==> config.mk <==
export PLATFORM = sky130hd
export DESIGN_NAME = multicycle_sequencer
export DESIGN_NICKNAME = d
export VERILOG_FILES = /design/src/rtl/rv32i_pkg.sv /design/src/rtl/mem_wait_timer.sv /design/src/rtl/multicycle_sequencer.sv
export SDC_FILE = /design/constraint.sdc
export NUM_CORES = 1
export LEC_CHECK = 0
export ABC_AREA = 0
export BUFFER_PORTS_ARGS = -buffer_cell sky130_fd_sc_hd__buf_2
export CAP_MARGIN = 20
export CELL_PAD_IN_SITES_DETAIL_PLACEMENT = 1
export CELL_PAD_IN_SITES_GLOBAL_PLACEMENT = 1
export CORE_MARGIN = 2
export CORE_UTILIZATION = 40
export DETAILED_ROUTE_END_ITERATION = 10
export GPL_TIMING_DRIVEN = 0
export HOLD_SLACK_MARGIN = 0.03
export PLACE_DENSITY = 0.79
export REMOVE_ABC_BUFFERS = 1
export SLEW_MARGIN = 10
export SYNTH_ARGS = -nofsm -noshare
export SYNTH_HDL_FRONTEND = slang
export SYNTH_SLANG_ARGS = --single-unit
==> constraint.sdc <==
create_clock -name clk -period 2.18 [get_ports clk]
set_input_delay 0 -clock clk [delete_from_list [all_inputs] [get_ports clk]]
set_output_delay 0 -clock clk [all_outputs]
set_load 0.01 [all_outputs]
==> src/rtl/rv32i_pkg.sv <==
// ---------------------------------------------------------------------------
// rv32i_pkg
// Shared constants and types for the multi-cycle RV32I control path:
//   - major opcode constants for the supported instruction classes
//   - ALU operation selects driven on alu_op
//   - state encoding (also visible on the debug 'state' output)
//   - opcode class enum plus the opcode -> class decoder
// ---------------------------------------------------------------------------
package rv32i_pkg;

  localparam logic [6:0] OP_R      = 7'b0110011;
  localparam logic [6:0] OP_I      = 7'b0010011;
  localparam logic [6:0] OP_LOAD   = 7'b0000011;
  localparam logic [6:0] OP_STORE  = 7'b0100011;
  localparam logic [6:0] OP_BRANCH = 7'b1100011;

  localparam logic [1:0] ALUOP_ADD   = 2'b00;
  localparam logic [1:0] ALUOP_SUB   = 2'b01;
  localparam logic [1:0] ALUOP_FUNCT = 2'b10;

  localparam logic [2:0] ST_FETCH  = 3'd0;
  localparam logic [2:0] ST_DECODE = 3'd1;
  localparam logic [2:0] ST_EXEC   = 3'd2;
  localparam logic [2:0] ST_MEM    = 3'd3;
  localparam logic [2:0] ST_WB     = 3'd4;
  localparam logic [2:0] ST_TRAP   = 3'd7;

  typedef enum logic [2:0] {
    S_FETCH  = ST_FETCH,
    S_DECODE = ST_DECODE,
    S_EXEC   = ST_EXEC,
    S_MEM    = ST_MEM,
    S_WB     = ST_WB,
    S_TRAP   = ST_TRAP
  } state_t;

  typedef enum logic [2:0] {
    CLS_R       = 3'd0,
    CLS_I       = 3'd1,
    CLS_LOAD    = 3'd2,
    CLS_STORE   = 3'd3,
    CLS_BRANCH  = 3'd4,
    CLS_ILLEGAL = 3'd5
  } op_class_t;

  // Map a major opcode onto its instruction class; anything unsupported is illegal.
  function automatic op_class_t classify(input logic [6:0] op);
    op_class_t cls;
    case (op)
      OP_R:      cls = CLS_R;
      OP_I:      cls = CLS_I;
      OP_LOAD:   cls = CLS_LOAD;
      OP_STORE:  cls = CLS_STORE;
      OP_BRANCH: cls = CLS_BRANCH;
      default:   cls = CLS_ILLEGAL;
    endcase
    return cls;
  endfunction

endpackage

==> src/rtl/mem_wait_timer.sv <==
// ---------------------------------------------------------------------------
// mem_wait_timer
// 8-bit wait counter shared by the FETCH and MEM handshakes.
// Ports:
//   clk, rst  : clock, asynchronous active-high reset
//   clear     : return the count to zero
//   count_en  : a wait cycle (ready low) is in progress
//   limit     : number of consecutive waits allowed (1..255)
//   expired   : this cycle is the limit-th wait with ready still low
// ---------------------------------------------------------------------------
module mem_wait_timer (
  input  logic       clk,
  input  logic       rst,
  input  logic       clear,
  input  logic       count_en,
  input  logic [7:0] limit,
  output logic       expired
);

  logic [7:0] count_r;

  // Wait-cycle counter; clear has priority over counting.
  always_ff @(posedge clk or posedge rst) begin
    if (rst) begin
      count_r <= 8'd0;
    end else if (clear) begin
      count_r <= 8'd0;
    end else if (count_en) begin
      count_r <= count_r + 8'd1;
    end else begin
      count_r <= count_r;
    end
  end

  // The count reaches 'limit' with this cycle's wait, so the limit is hit now.
  // A ready in this same cycle drops count_en and therefore wins.
  assign expired = count_en && (count_r == (limit - 8'd1));

endmodule

==> src/rtl/multicycle_sequencer.sv <==
// ---------------------------------------------------------------------------
// multicycle_sequencer
// Multi-cycle control FSM for the RV32I core: FETCH -> DECODE -> EXEC ->
// [MEM] -> [WB], one instruction at a time, with a sticky TRAP state for
// illegal opcodes and memory handshake timeouts.
// Parameters:
//   MEM_TIMEOUT : wait cycles allowed on imem_ready/dmem_ready (1..255)
//   CNT_W       : width of the retired-instruction counter
// Ports:
//   clk, rst               : clock, asynchronous active-high reset
//   opcode                 : instr[6:0], sampled in DECODE
//   zero                   : ALU zero flag, used in EXEC for branches
//   imem_ready, dmem_ready : memory handshakes (FETCH / MEM only)
//   imem_req, ir_write, pc_write, pc_src            : fetch / PC control
//   dmem_req, mem_read, mem_write                   : data memory control
//   alu_src, alu_op, reg_write, mem_to_reg          : datapath control
//   trap, trap_cause       : sticky trap flag, 0 illegal / 1 timeout
//   state                  : current state for debug
//   retired                : retired-instruction count (wraps)
// ---------------------------------------------------------------------------
module multicycle_sequencer
  import rv32i_pkg::*;
#(
  parameter int MEM_TIMEOUT = 15,
  parameter int CNT_W       = 32
) (
  input  logic             clk,
  input  logic             rst,
  input  logic [6:0]       opcode,
  input  logic             zero,
  input  logic             imem_ready,
  input  logic             dmem_ready,
  output logic             imem_req,
  output logic             ir_write,
  output logic             pc_write,
  output logic             pc_src,
  output logic             dmem_req,
  output logic             mem_read,
  output logic             mem_write,
  output logic             alu_src,
  output logic [1:0]       alu_op,
  output logic             reg_write,
  output logic             mem_to_reg,
  output logic             trap,
  output logic             trap_cause,
  output logic [2:0]       state,
  output logic [CNT_W-1:0] retired
);

  localparam logic [7:0] TIMEOUT_LIMIT = 8'(MEM_TIMEOUT);

  state_t          state_r;
  op_class_t       cls_r;
  logic            cause_r;
  logic [CNT_W-1:0] retired_r;

  logic ready_sel_s;
  logic wait_count_s;
  logic timed_out_s;

  // Only the handshake belonging to the current state matters.
  assign ready_sel_s  = (state_r == S_FETCH) ? imem_ready : dmem_ready;
  assign wait_count_s = ((state_r == S_FETCH) || (state_r == S_MEM)) && !ready_sel_s;

  // Clearing whenever we are not actively waiting leaves the count at zero on
  // every entry to FETCH or MEM, including MEM -> FETCH on a store retire.
  mem_wait_timer u_timer (
    .clk      (clk),
    .rst      (rst),
    .clear    (!wait_count_s),
    .count_en (wait_count_s),
    .limit    (TIMEOUT_LIMIT),
    .expired  (timed_out_s)
  );

  // Next-state process: state, registered opcode class, trap cause, retire count.
  always_ff @(posedge clk or posedge rst) begin
    if (rst) begin
      state_r   <= S_FETCH;
      cls_r     <= CLS_R;
      cause_r   <= 1'b0;
      retired_r <= '0;
    end else begin
      case (state_r)
        S_FETCH: begin
          if (imem_ready) begin
            state_r <= S_DECODE;
          end else if (timed_out_s) begin
            state_r <= S_TRAP;
            cause_r <= 1'b1;
          end
        end
        S_DECODE: begin
          cls_r <= classify(opcode);
          if (classify(opcode) == CLS_ILLEGAL) begin
            state_r <= S_TRAP;
            cause_r <= 1'b0;
          end else begin
            state_r <= S_EXEC;
          end
        end
        S_EXEC: begin
          case (cls_r)
            CLS_BRANCH: begin
              state_r   <= S_FETCH;
              retired_r <= retired_r + CNT_W'(1'b1);
            end
            CLS_LOAD, CLS_STORE: state_r <= S_MEM;
            default:             state_r <= S_WB;
          endcase
        end
        S_MEM: begin
          if (dmem_ready) begin
            if (cls_r == CLS_LOAD) begin
              state_r <= S_WB;
            end else begin
              state_r   <= S_FETCH;
              retired_r <= retired_r + CNT_W'(1'b1);
            end
          end else if (timed_out_s) begin
            state_r <= S_TRAP;
            cause_r <= 1'b1;
          end
        end
        S_WB: begin
          state_r   <= S_FETCH;
          retired_r <= retired_r + CNT_W'(1'b1);
        end
        S_TRAP: state_r <= S_TRAP;
        // Unused encodings are treated as a fault and parked in TRAP.
        default: state_r <= S_TRAP;
      endcase
    end
  end

  // Output decode: Moore on state/class, plus the FETCH and branch exceptions.
  // Everything is forced low while rst is held so nothing leaks mid-reset.
  always_comb begin
    imem_req   = 1'b0;
    ir_write   = 1'b0;
    pc_write   = 1'b0;
    pc_src     = 1'b0;
    dmem_req   = 1'b0;
    mem_read   = 1'b0;
    mem_write  = 1'b0;
    alu_src    = 1'b0;
    alu_op     = ALUOP_ADD;
    reg_write  = 1'b0;
    mem_to_reg = 1'b0;
    trap       = 1'b0;
    trap_cause = 1'b0;
    if (rst) begin
      imem_req = 1'b0;
    end else begin
      case (state_r)
        S_FETCH: begin
          imem_req = 1'b1;
          ir_write = imem_ready;
          pc_write = imem_ready;
        end
        S_EXEC: begin
          case (cls_r)
            CLS_R: begin
              alu_src = 1'b0;
              alu_op  = ALUOP_FUNCT;
            end
            CLS_I: begin
              alu_src = 1'b1;
              alu_op  = ALUOP_FUNCT;
            end
            CLS_LOAD, CLS_STORE: begin
              alu_src = 1'b1;
              alu_op  = ALUOP_ADD;
            end
            CLS_BRANCH: begin
              alu_src  = 1'b0;
              alu_op   = ALUOP_SUB;
              pc_write = zero;
              pc_src   = zero;
            end
            default: alu_op = ALUOP_ADD;
          endcase
        end
        S_MEM: begin
          dmem_req  = 1'b1;
          mem_read  = (cls_r == CLS_LOAD);
          mem_write = (cls_r == CLS_STORE);
          alu_src   = 1'b1;
          alu_op    = ALUOP_ADD;
        end
        S_WB: begin
          reg_write  = 1'b1;
          mem_to_reg = (cls_r == CLS_LOAD);
        end
        S_TRAP: begin
          trap       = 1'b1;
          trap_cause = cause_r;
        end
        default: trap = 1'b0;
      endcase
    end
  end

  assign state   = state_r;
  assign retired = retired_r;

endmodule

Word-level counts from Yosys, hierarchy flattened
Index checks and enable logic that the tools add are counted.
{"block": "totals", "reg_bits": 47, "inputBits": 12, "output_inout_bits": 49}
{"block": "classes", "reduce_logical": 13, "addsub": 2, "mux": 49, "eq_ne": 22}
{"op": "2-to-1 mux 32 bit", "n": 3}
{"op": "case mux 32 bit (3 select lines)", "n": 1}
{"op": "adder 32 x 1 -> 32 bit, second input constant", "n": 1}
{"op": "case mux 3 bit (5 select lines)", "n": 2}
{"op": "2-to-1 mux 1 bit", "n": 29}
{"op": "2-to-1 mux 3 bit", "n": 6}
{"op": "equality test 7 x 6 -> 1 bit, second input constant", "n": 2}
{"op": "equality test 3 x 2 -> 1 bit, second input constant", "n": 4}
{"op": "equality test 3 bit, second input constant", "n": 4}
{"op": "!= test 2 bit, second input constant", "n": 6}
{"op": "adder 8 x 1 -> 8 bit, second input constant", "n": 1}
{"op": "equality test 8 x 4 -> 1 bit, second input constant", "n": 1}
{"op": "2-to-1 mux 8 bit", "n": 1}
{"op": "AND reduction 4 bit", "n": 2}
{"op": "equality test 7 x 2 -> 1 bit, second input constant", "n": 1}
{"op": "equality test 7 x 5 -> 1 bit, second input constant", "n": 1}
{"op": "equality test 7 bit, second input constant", "n": 1}
{"op": "equality test 3 x 1 -> 1 bit, second input constant", "n": 2}
{"op": "logical NOT 3 bit", "n": 2}
{"op": "case mux 3 bit (2 select lines)", "n": 1}
{"op": "nonzero test 3 bit", "n": 2}
{"op": "2-to-1 mux 2 bit", "n": 2}
{"op": "case mux 1 bit (2 select lines)", "n": 2}
{"op": "case mux 2 bit (2 select lines)", "n": 1}
{"op": "other kinds (6)", "n": 8}

Logic depth before layout (Yosys ltp)
{"block": "logic_depth", "word_depth": 8, "ltp_mapped": 7}

Cells and area by module
From an unflattened synthesis, not the netlist that was laid out.
{"block": "unflattened", "hier_cells": 296, "area_unflattened_um2": 2756.4}
{"mod": "multicycle_sequencer", "area_each_um2": 2130.8, "seq_area_each_um2": 975.9, "n_inst": 1, "cells_per_inst": 226}
{"mod": "mem_wait_timer", "area_each_um2": 625.6, "seq_area_each_um2": 200.2, "n_inst": 1, "cells_per_inst": 70}

Least setup slack after synthesis
Ideal clock, no wire load.
{"block": "synth_timing", "path_kind": "register to register", "start": "reg state_r[0] (netlist: state[0])", "end": "reg cause_r", "stages_incl_launch_ff": 7, "setup_slack_ps": 261, "t_arrival_ps": 1846, "required_time_ps": 2106, "path_cell_list": "dfrtp_1 > buf_6 > or3_1 > a21o_1 > buf_6 > or4_4 > a21oi_2"}
{"block": "synth_via", "elab_chain_cells": 8, "elab_cells_between_ends": 17, "cone_classes": "eq/ne: 5; mux: 5; reduce/logical: 7"}
{"item": "from (decl)", "line": "multicycle_sequencer.sv:52", "source": "state_t state_r;"}
{"item": "from (signal assigned)", "line": "multicycle_sequencer.sv:79", "source": "state_r <= S_FETCH;"}
{"item": "from (signal assigned)", "line": "multicycle_sequencer.sv:87", "source": "state_r <= S_DECODE;"}
{"item": "from (signal assigned)", "line": "multicycle_sequencer.sv:89", "source": "state_r <= S_TRAP;"}
{"item": "logical NOT 3 bit", "line": "multicycle_sequencer.sv:62, multicycle_sequencer.sv:63, multicycle_sequencer.sv:84"}
{"item": "2-to-1 mux 1 bit", "line": "multicycle_sequencer.sv:62", "source": "assign ready_sel_s = (state_r == S_FETCH) ? imem_ready : dmem_ready;"}
{"item": "logical NOT 1 bit", "line": "multicycle_sequencer.sv:63", "source": "assign wait_count_s = ((state_r == S_FETCH) || (state_r == S_MEM)) && !ready_sel_s;"}
{"item": "logical AND 1 bit", "line": "multicycle_sequencer.sv:63"}
{"item": "logical AND 1 bit", "line": "mem_wait_timer.sv:37", "source": "assign expired = count_en && (count_r == (limit - 8'd1));"}
{"item": "2-to-1 mux 1 bit"}
{"item": "2-to-1 mux 1 bit (on tied branches)"}
{"item": "case mux 1 bit (3 select lines)", "line": "multicycle_sequencer.sv:84", "source": "case (state_r)"}
{"item": "to (signal assigned)", "line": "multicycle_sequencer.sv:81", "source": "cause_r <= 1'b0;"}
{"item": "to (signal assigned)", "line": "multicycle_sequencer.sv:90", "source": "cause_r <= 1'b1;"}
{"item": "to (signal assigned)", "line": "multicycle_sequencer.sv:97", "source": "cause_r <= 1'b0;"}
{"item": "to (decl)", "line": "multicycle_sequencer.sv:54", "source": "logic cause_r;"}
Parallel ways exist; a longest one is shown, timed or not. The select of a mux whose other input is x is not followed.
A chain may end at the register's enable or synchronous reset.

Worst setup path in the final report
{"block": "layout_timing", "start": "reg state_r[2] (netlist: state[2])", "end": "reg retired_r[16] (netlist: retired[16])"}
{"block": "layout_via", "elab_chain_cells": 3, "elab_cells_between_ends": 9, "cone_classes": "eq/ne: 6; mux: 1; reduce/logical: 2"}
{"item": "equality test 3 x 2 -> 1 bit or equality test 3 bit (tied branches)", "line": "multicycle_sequencer.sv:84"}
{"item": "!= test 2 bit (no source line) or nonzero test 3 bit (tied branches)"}
{"item": "AND reduction 4 bit (no source line)"}
{"item": "to (signal assigned)", "line": "multicycle_sequencer.sv:106", "source": "retired_r <= retired_r + CNT_W'(1'b1);"}
{"item": "to (signal assigned)", "line": "multicycle_sequencer.sv:118", "source": "retired_r <= retired_r + CNT_W'(1'b1);"}
{"item": "to (signal assigned)", "line": "multicycle_sequencer.sv:127", "source": "retired_r <= retired_r + CNT_W'(1'b1);"}
{"item": "to (decl)", "line": "multicycle_sequencer.sv:55", "source": "logic [CNT_W-1:0] retired_r;"}
Parallel ways exist; a longest one is shown, timed or not.

==> impl_metrics.env <==
export IMPL_power_frac_clock_pct=36.9
export IMPL_final_core_util_pct=49.5
export IMPL_fin_nets=329
export IMPL_syn2layout_area_growth_pct=19.8
export IMPL_max_slew_margin_pct=65.6
export IMPL_drt_total_wl_um=6130
export IMPL_min_period_ns=2.05
export IMPL_switching_power_uw=354
export IMPL_p_per_area_nw_per_um2=502
export IMPL_setup_viol=0
export IMPL_worstReg2RegEnd="retired[16]$_DFFE_PP0P_"
export IMPL_pwr_share_comb_pct=3.7
export IMPL_grt_usage_pct=19.4
export IMPL_fmax_mhz=489
export IMPL_portBuffers=60
export IMPL_worstPathCellList="nor2b_1 -> a32oi_1 -> nand4_1 -> buf_4 -> nor2_1 -> xnor2_1"
export IMPL_hp_start="opcode[4]"
export IMPL_p_seq_share_pct=59.4
export IMPL_worst_pin_slew_ns=0.511
export IMPL_initial_core_util_pct=41.3
export IMPL_grt_setup_unrepaired="false"
export IMPL_core_um2=5920
export IMPL_drc=0
export IMPL_r2r_cells=6
export IMPL_finalClockSkew_ns=0.00592
export IMPL_avgSynthCellArea_um2=9.70
export IMPL_critPathKind="reg -> reg"
export IMPL_die_area_um2=6750
export IMPL_ys_seq_area_share_pct=48.1
export IMPL_dr_pass1_iters=4
export IMPL_drive_above_1_share_pct=25.4
export IMPL_antenna_cells=0
export IMPL_die_height_um=82.2
export IMPL_die_w_um=82.2
export IMPL_crit_path_max_incr_delay_ns=0.64
export IMPL_grt_pass1_wl_um=9930
export IMPL_placed_area_um2=2810
export IMPL_vias=2084
export IMPL_cts_clk_slew_worst_paths_ns=0.09
export IMPL_synthesis_area_um2=2440
export IMPL_status="complete, no violations"
export IMPL_viasPerCell=5.34
export IMPL_final_hold_viol_count=0
export IMPL_rrSetupSlack_ns=0.13
export IMPL_wl_per_cell_um=15.7
export IMPL_yosys_top_cells_count="47 x dfrtp_1, 32 x nor2_1, 24 x nand2_1"
export IMPL_cts_buffers=5
export IMPL_synthFlopType="dfrtp_1"
export IMPL_p_leak_nw=1.43
export IMPL_r2r_start="state[2]$_DFF_PP0_"
export IMPL_finish_instance_area_um2=2930
export IMPL_synth_edf_count=0
export IMPL_fin_ws_ns=0.135
export IMPL_critPathLaunch="state[2]$_DFF_PP0_"
export IMPL_slowest_stage="dfrtp_1"
export IMPL_pre_cts_slack_ns=-0.0867
export IMPL_holdWs_ns=0.0375
export IMPL_yosysWarnings=0
export IMPL_final_fill_count=708
export IMPL_ios=61
export IMPL_slew_viol_final=0
export IMPL_gr_total_overflow=0
export IMPL_syn_inst=252
export IMPL_synthArstFlopShare_pct=100
export IMPL_hp_class="in -> reg"
export IMPL_htreeDepth=2
export IMPL_cts_max_path_buffers=2
export IMPL_ys_seq_elements=47
export IMPL_ir_drop_mv=0.218
export IMPL_cts_tree="built"
export IMPL_required_ns=2.41
export IMPL_hold_end="cls_r[0]$_DFFE_PP0P_"
export IMPL_core_rowCount=28
export IMPL_yosys_area_top_type="dfrtp_1"
export IMPL_antenna_found_initial=0
export IMPL_worstHoldPathCells=4
export IMPL_crit_arrival_ns=2.28
export IMPL_dr_first_iter_drc_count=75
export IMPL_maxCapViolCount=0
export IMPL_drtAntennaViolNets=0
export IMPL_cts_sinks=47
export IMPL_post_route_period_util_pct=93.8
export IMPL_p_sw_share_pct=24.1
export IMPL_root_buffer="clkbuf_8"
export IMPL_hpwl_um=4430
export IMPL_ys_types=42
export IMPL_p_int_mw=1.12
export IMPL_grt_max_degree=32
export IMPL_end_kind="flip-flop"
export IMPL_cp_max_fo=14
export IMPL_worstSkewPairLatency_ns=0.31
export IMPL_cp_start_kind="flip-flop"
export IMPL_yosysTopAreaCellShare_pct=48.1
export IMPL_grt_pass1_vias=2034
export IMPL_place_gp_congestion=0.739
export IMPL_synth_most_common_cell="dfrtp_1"
export IMPL_synth_area_top_cells="dfrtp_1 48%, xnor2_1 8.2%, xor2_1 5.4%, nor2_1 4.9%, nand4_1 4.1%"
[metal layers]
layer / global-route usage, % / part of all wire, % / vias up
met4: 7.50 / 1.5 / 0
met3: 3.91 / 3.4 / 5
li1: - / - / 996
met5: 0 / 0 / -
met1: 23.9 / 45 / 1036
met2: 33.4 / 50 / 47
[worst max-delay path by stage]
stage                         endpoint  slack, ns  depth (start not counted)
3_5_place_dp   retired[22]$_DFFE_PP0P_      -0.09                          5
6_report       retired[16]$_DFFE_PP0P_       0.13                          6
3_3_place_gp                 alu_op[1]      -0.16                          5
5_1_grt        retired[22]$_DFFE_PP0P_      0.002                          5
4_1_cts        retired[22]$_DFFE_PP0P_       0.05                          5
2_1_floorplan      cause_r$_DFFE_PP0P_       0.24                          4
[cell type report]
class / instances / area (µm²) / share of cell area [%]
inverters: 7 / 26.3 / 0.897
flip-flops and latches: 47 / 1180 / 40.3
well taps: 75 / 93.8 / 3.21
clock buffers: 5 / 68.8 / 2.35
multi-input cells: 189 / 1190 / 40.7
repair buffers: 64 / 348 / 11.9
clock inverters: 3 / 20.0 / 0.684
[cell families after synthesis]
logic type	Yosys count	synth area share, %
buffers and inverters	16	3.12
adder cells (fa/ha/maj)	3	1.54
multiplexers	2	0.921
XOR/XNOR	38	13.6
flip-flops	47	48.1
AND/OR/NAND/NOR	125	26.8
AO/OA/AOI/OAI	21	5.89
[metrics by stage]
step           power [mW]  cells  TNS (ns)
5_1_grt              1.52    390         0
4_1_cts              1.49    389         0
2_1_floorplan       0.914    243         0
6_report             1.47    390         0
3_5_place_dp        0.944    379   -0.0981
3_3_place_gp        0.938    378    -0.368
[registers in the layout (all words and copies together), names as in the netlist]
name	cells
retired	32
state	3
cls_r	3
u_timer.count_r	8
cause_r	1
[what timing repair did]
action                     in CTS  in global routing
hold endpoints to repair       17                  0
pin swaps                       0                  1
gates resized for setup         2                  0
setup endpoints to repair       4                  8
hold buffers                    2                  0
cloned                          0                  0
buffers inserted                0                  1
[power groups by stage]
stage	clock network [mW]	registers [mW]	logic (mW)
global placement	0	0.890	0.0473
global route	0.589	0.873	0.0610
detailed placement	0	0.890	0.0537
finish	0.542	0.873	0.0544
floorplan	0	0.890	0.0237
CTS	0.564	0.873	0.0563
[placed cells by master, fill, tap and decap left out, drive strengths merged, types with 2 or more instances in the layout]
cell         netlist  final
a21oi              3      3
a22o               2      2
a22oi              2      2
and2               3      3
and3               6      6
and3b              3      3
and4               2      2
buf                3     62
clkbuf             6      5
clkinvlp           0      2
dfrtp             47     47
dlygate4sd3        0      2
ha                 3      3
inv                7      7
mux2               2      2
nand2             24     24
nand2b             2      2
nand3             10     10
nand3b             2      2
nand4             16     16
nor2              33     33
nor2b              5      5
nor3               6      6
nor4               5      5
nor4b              2      2
o21ai              7      7
xnor2             23     23
xor2              15     15
[worst max-delay path, delay by kind of cell (launching register included)]
| family | cells | cell delay (ns) |
|---|---|---|
| flops | 1 | 0.64 |
| buf+inv | 1 | 0.25 |
| compound gates | 1 | 0.34 |
| simple gates | 3 | 0.61 |
| xor+xnor | 1 | 0.14 |
Note: power is estimated with default switching activity, not from simulation.
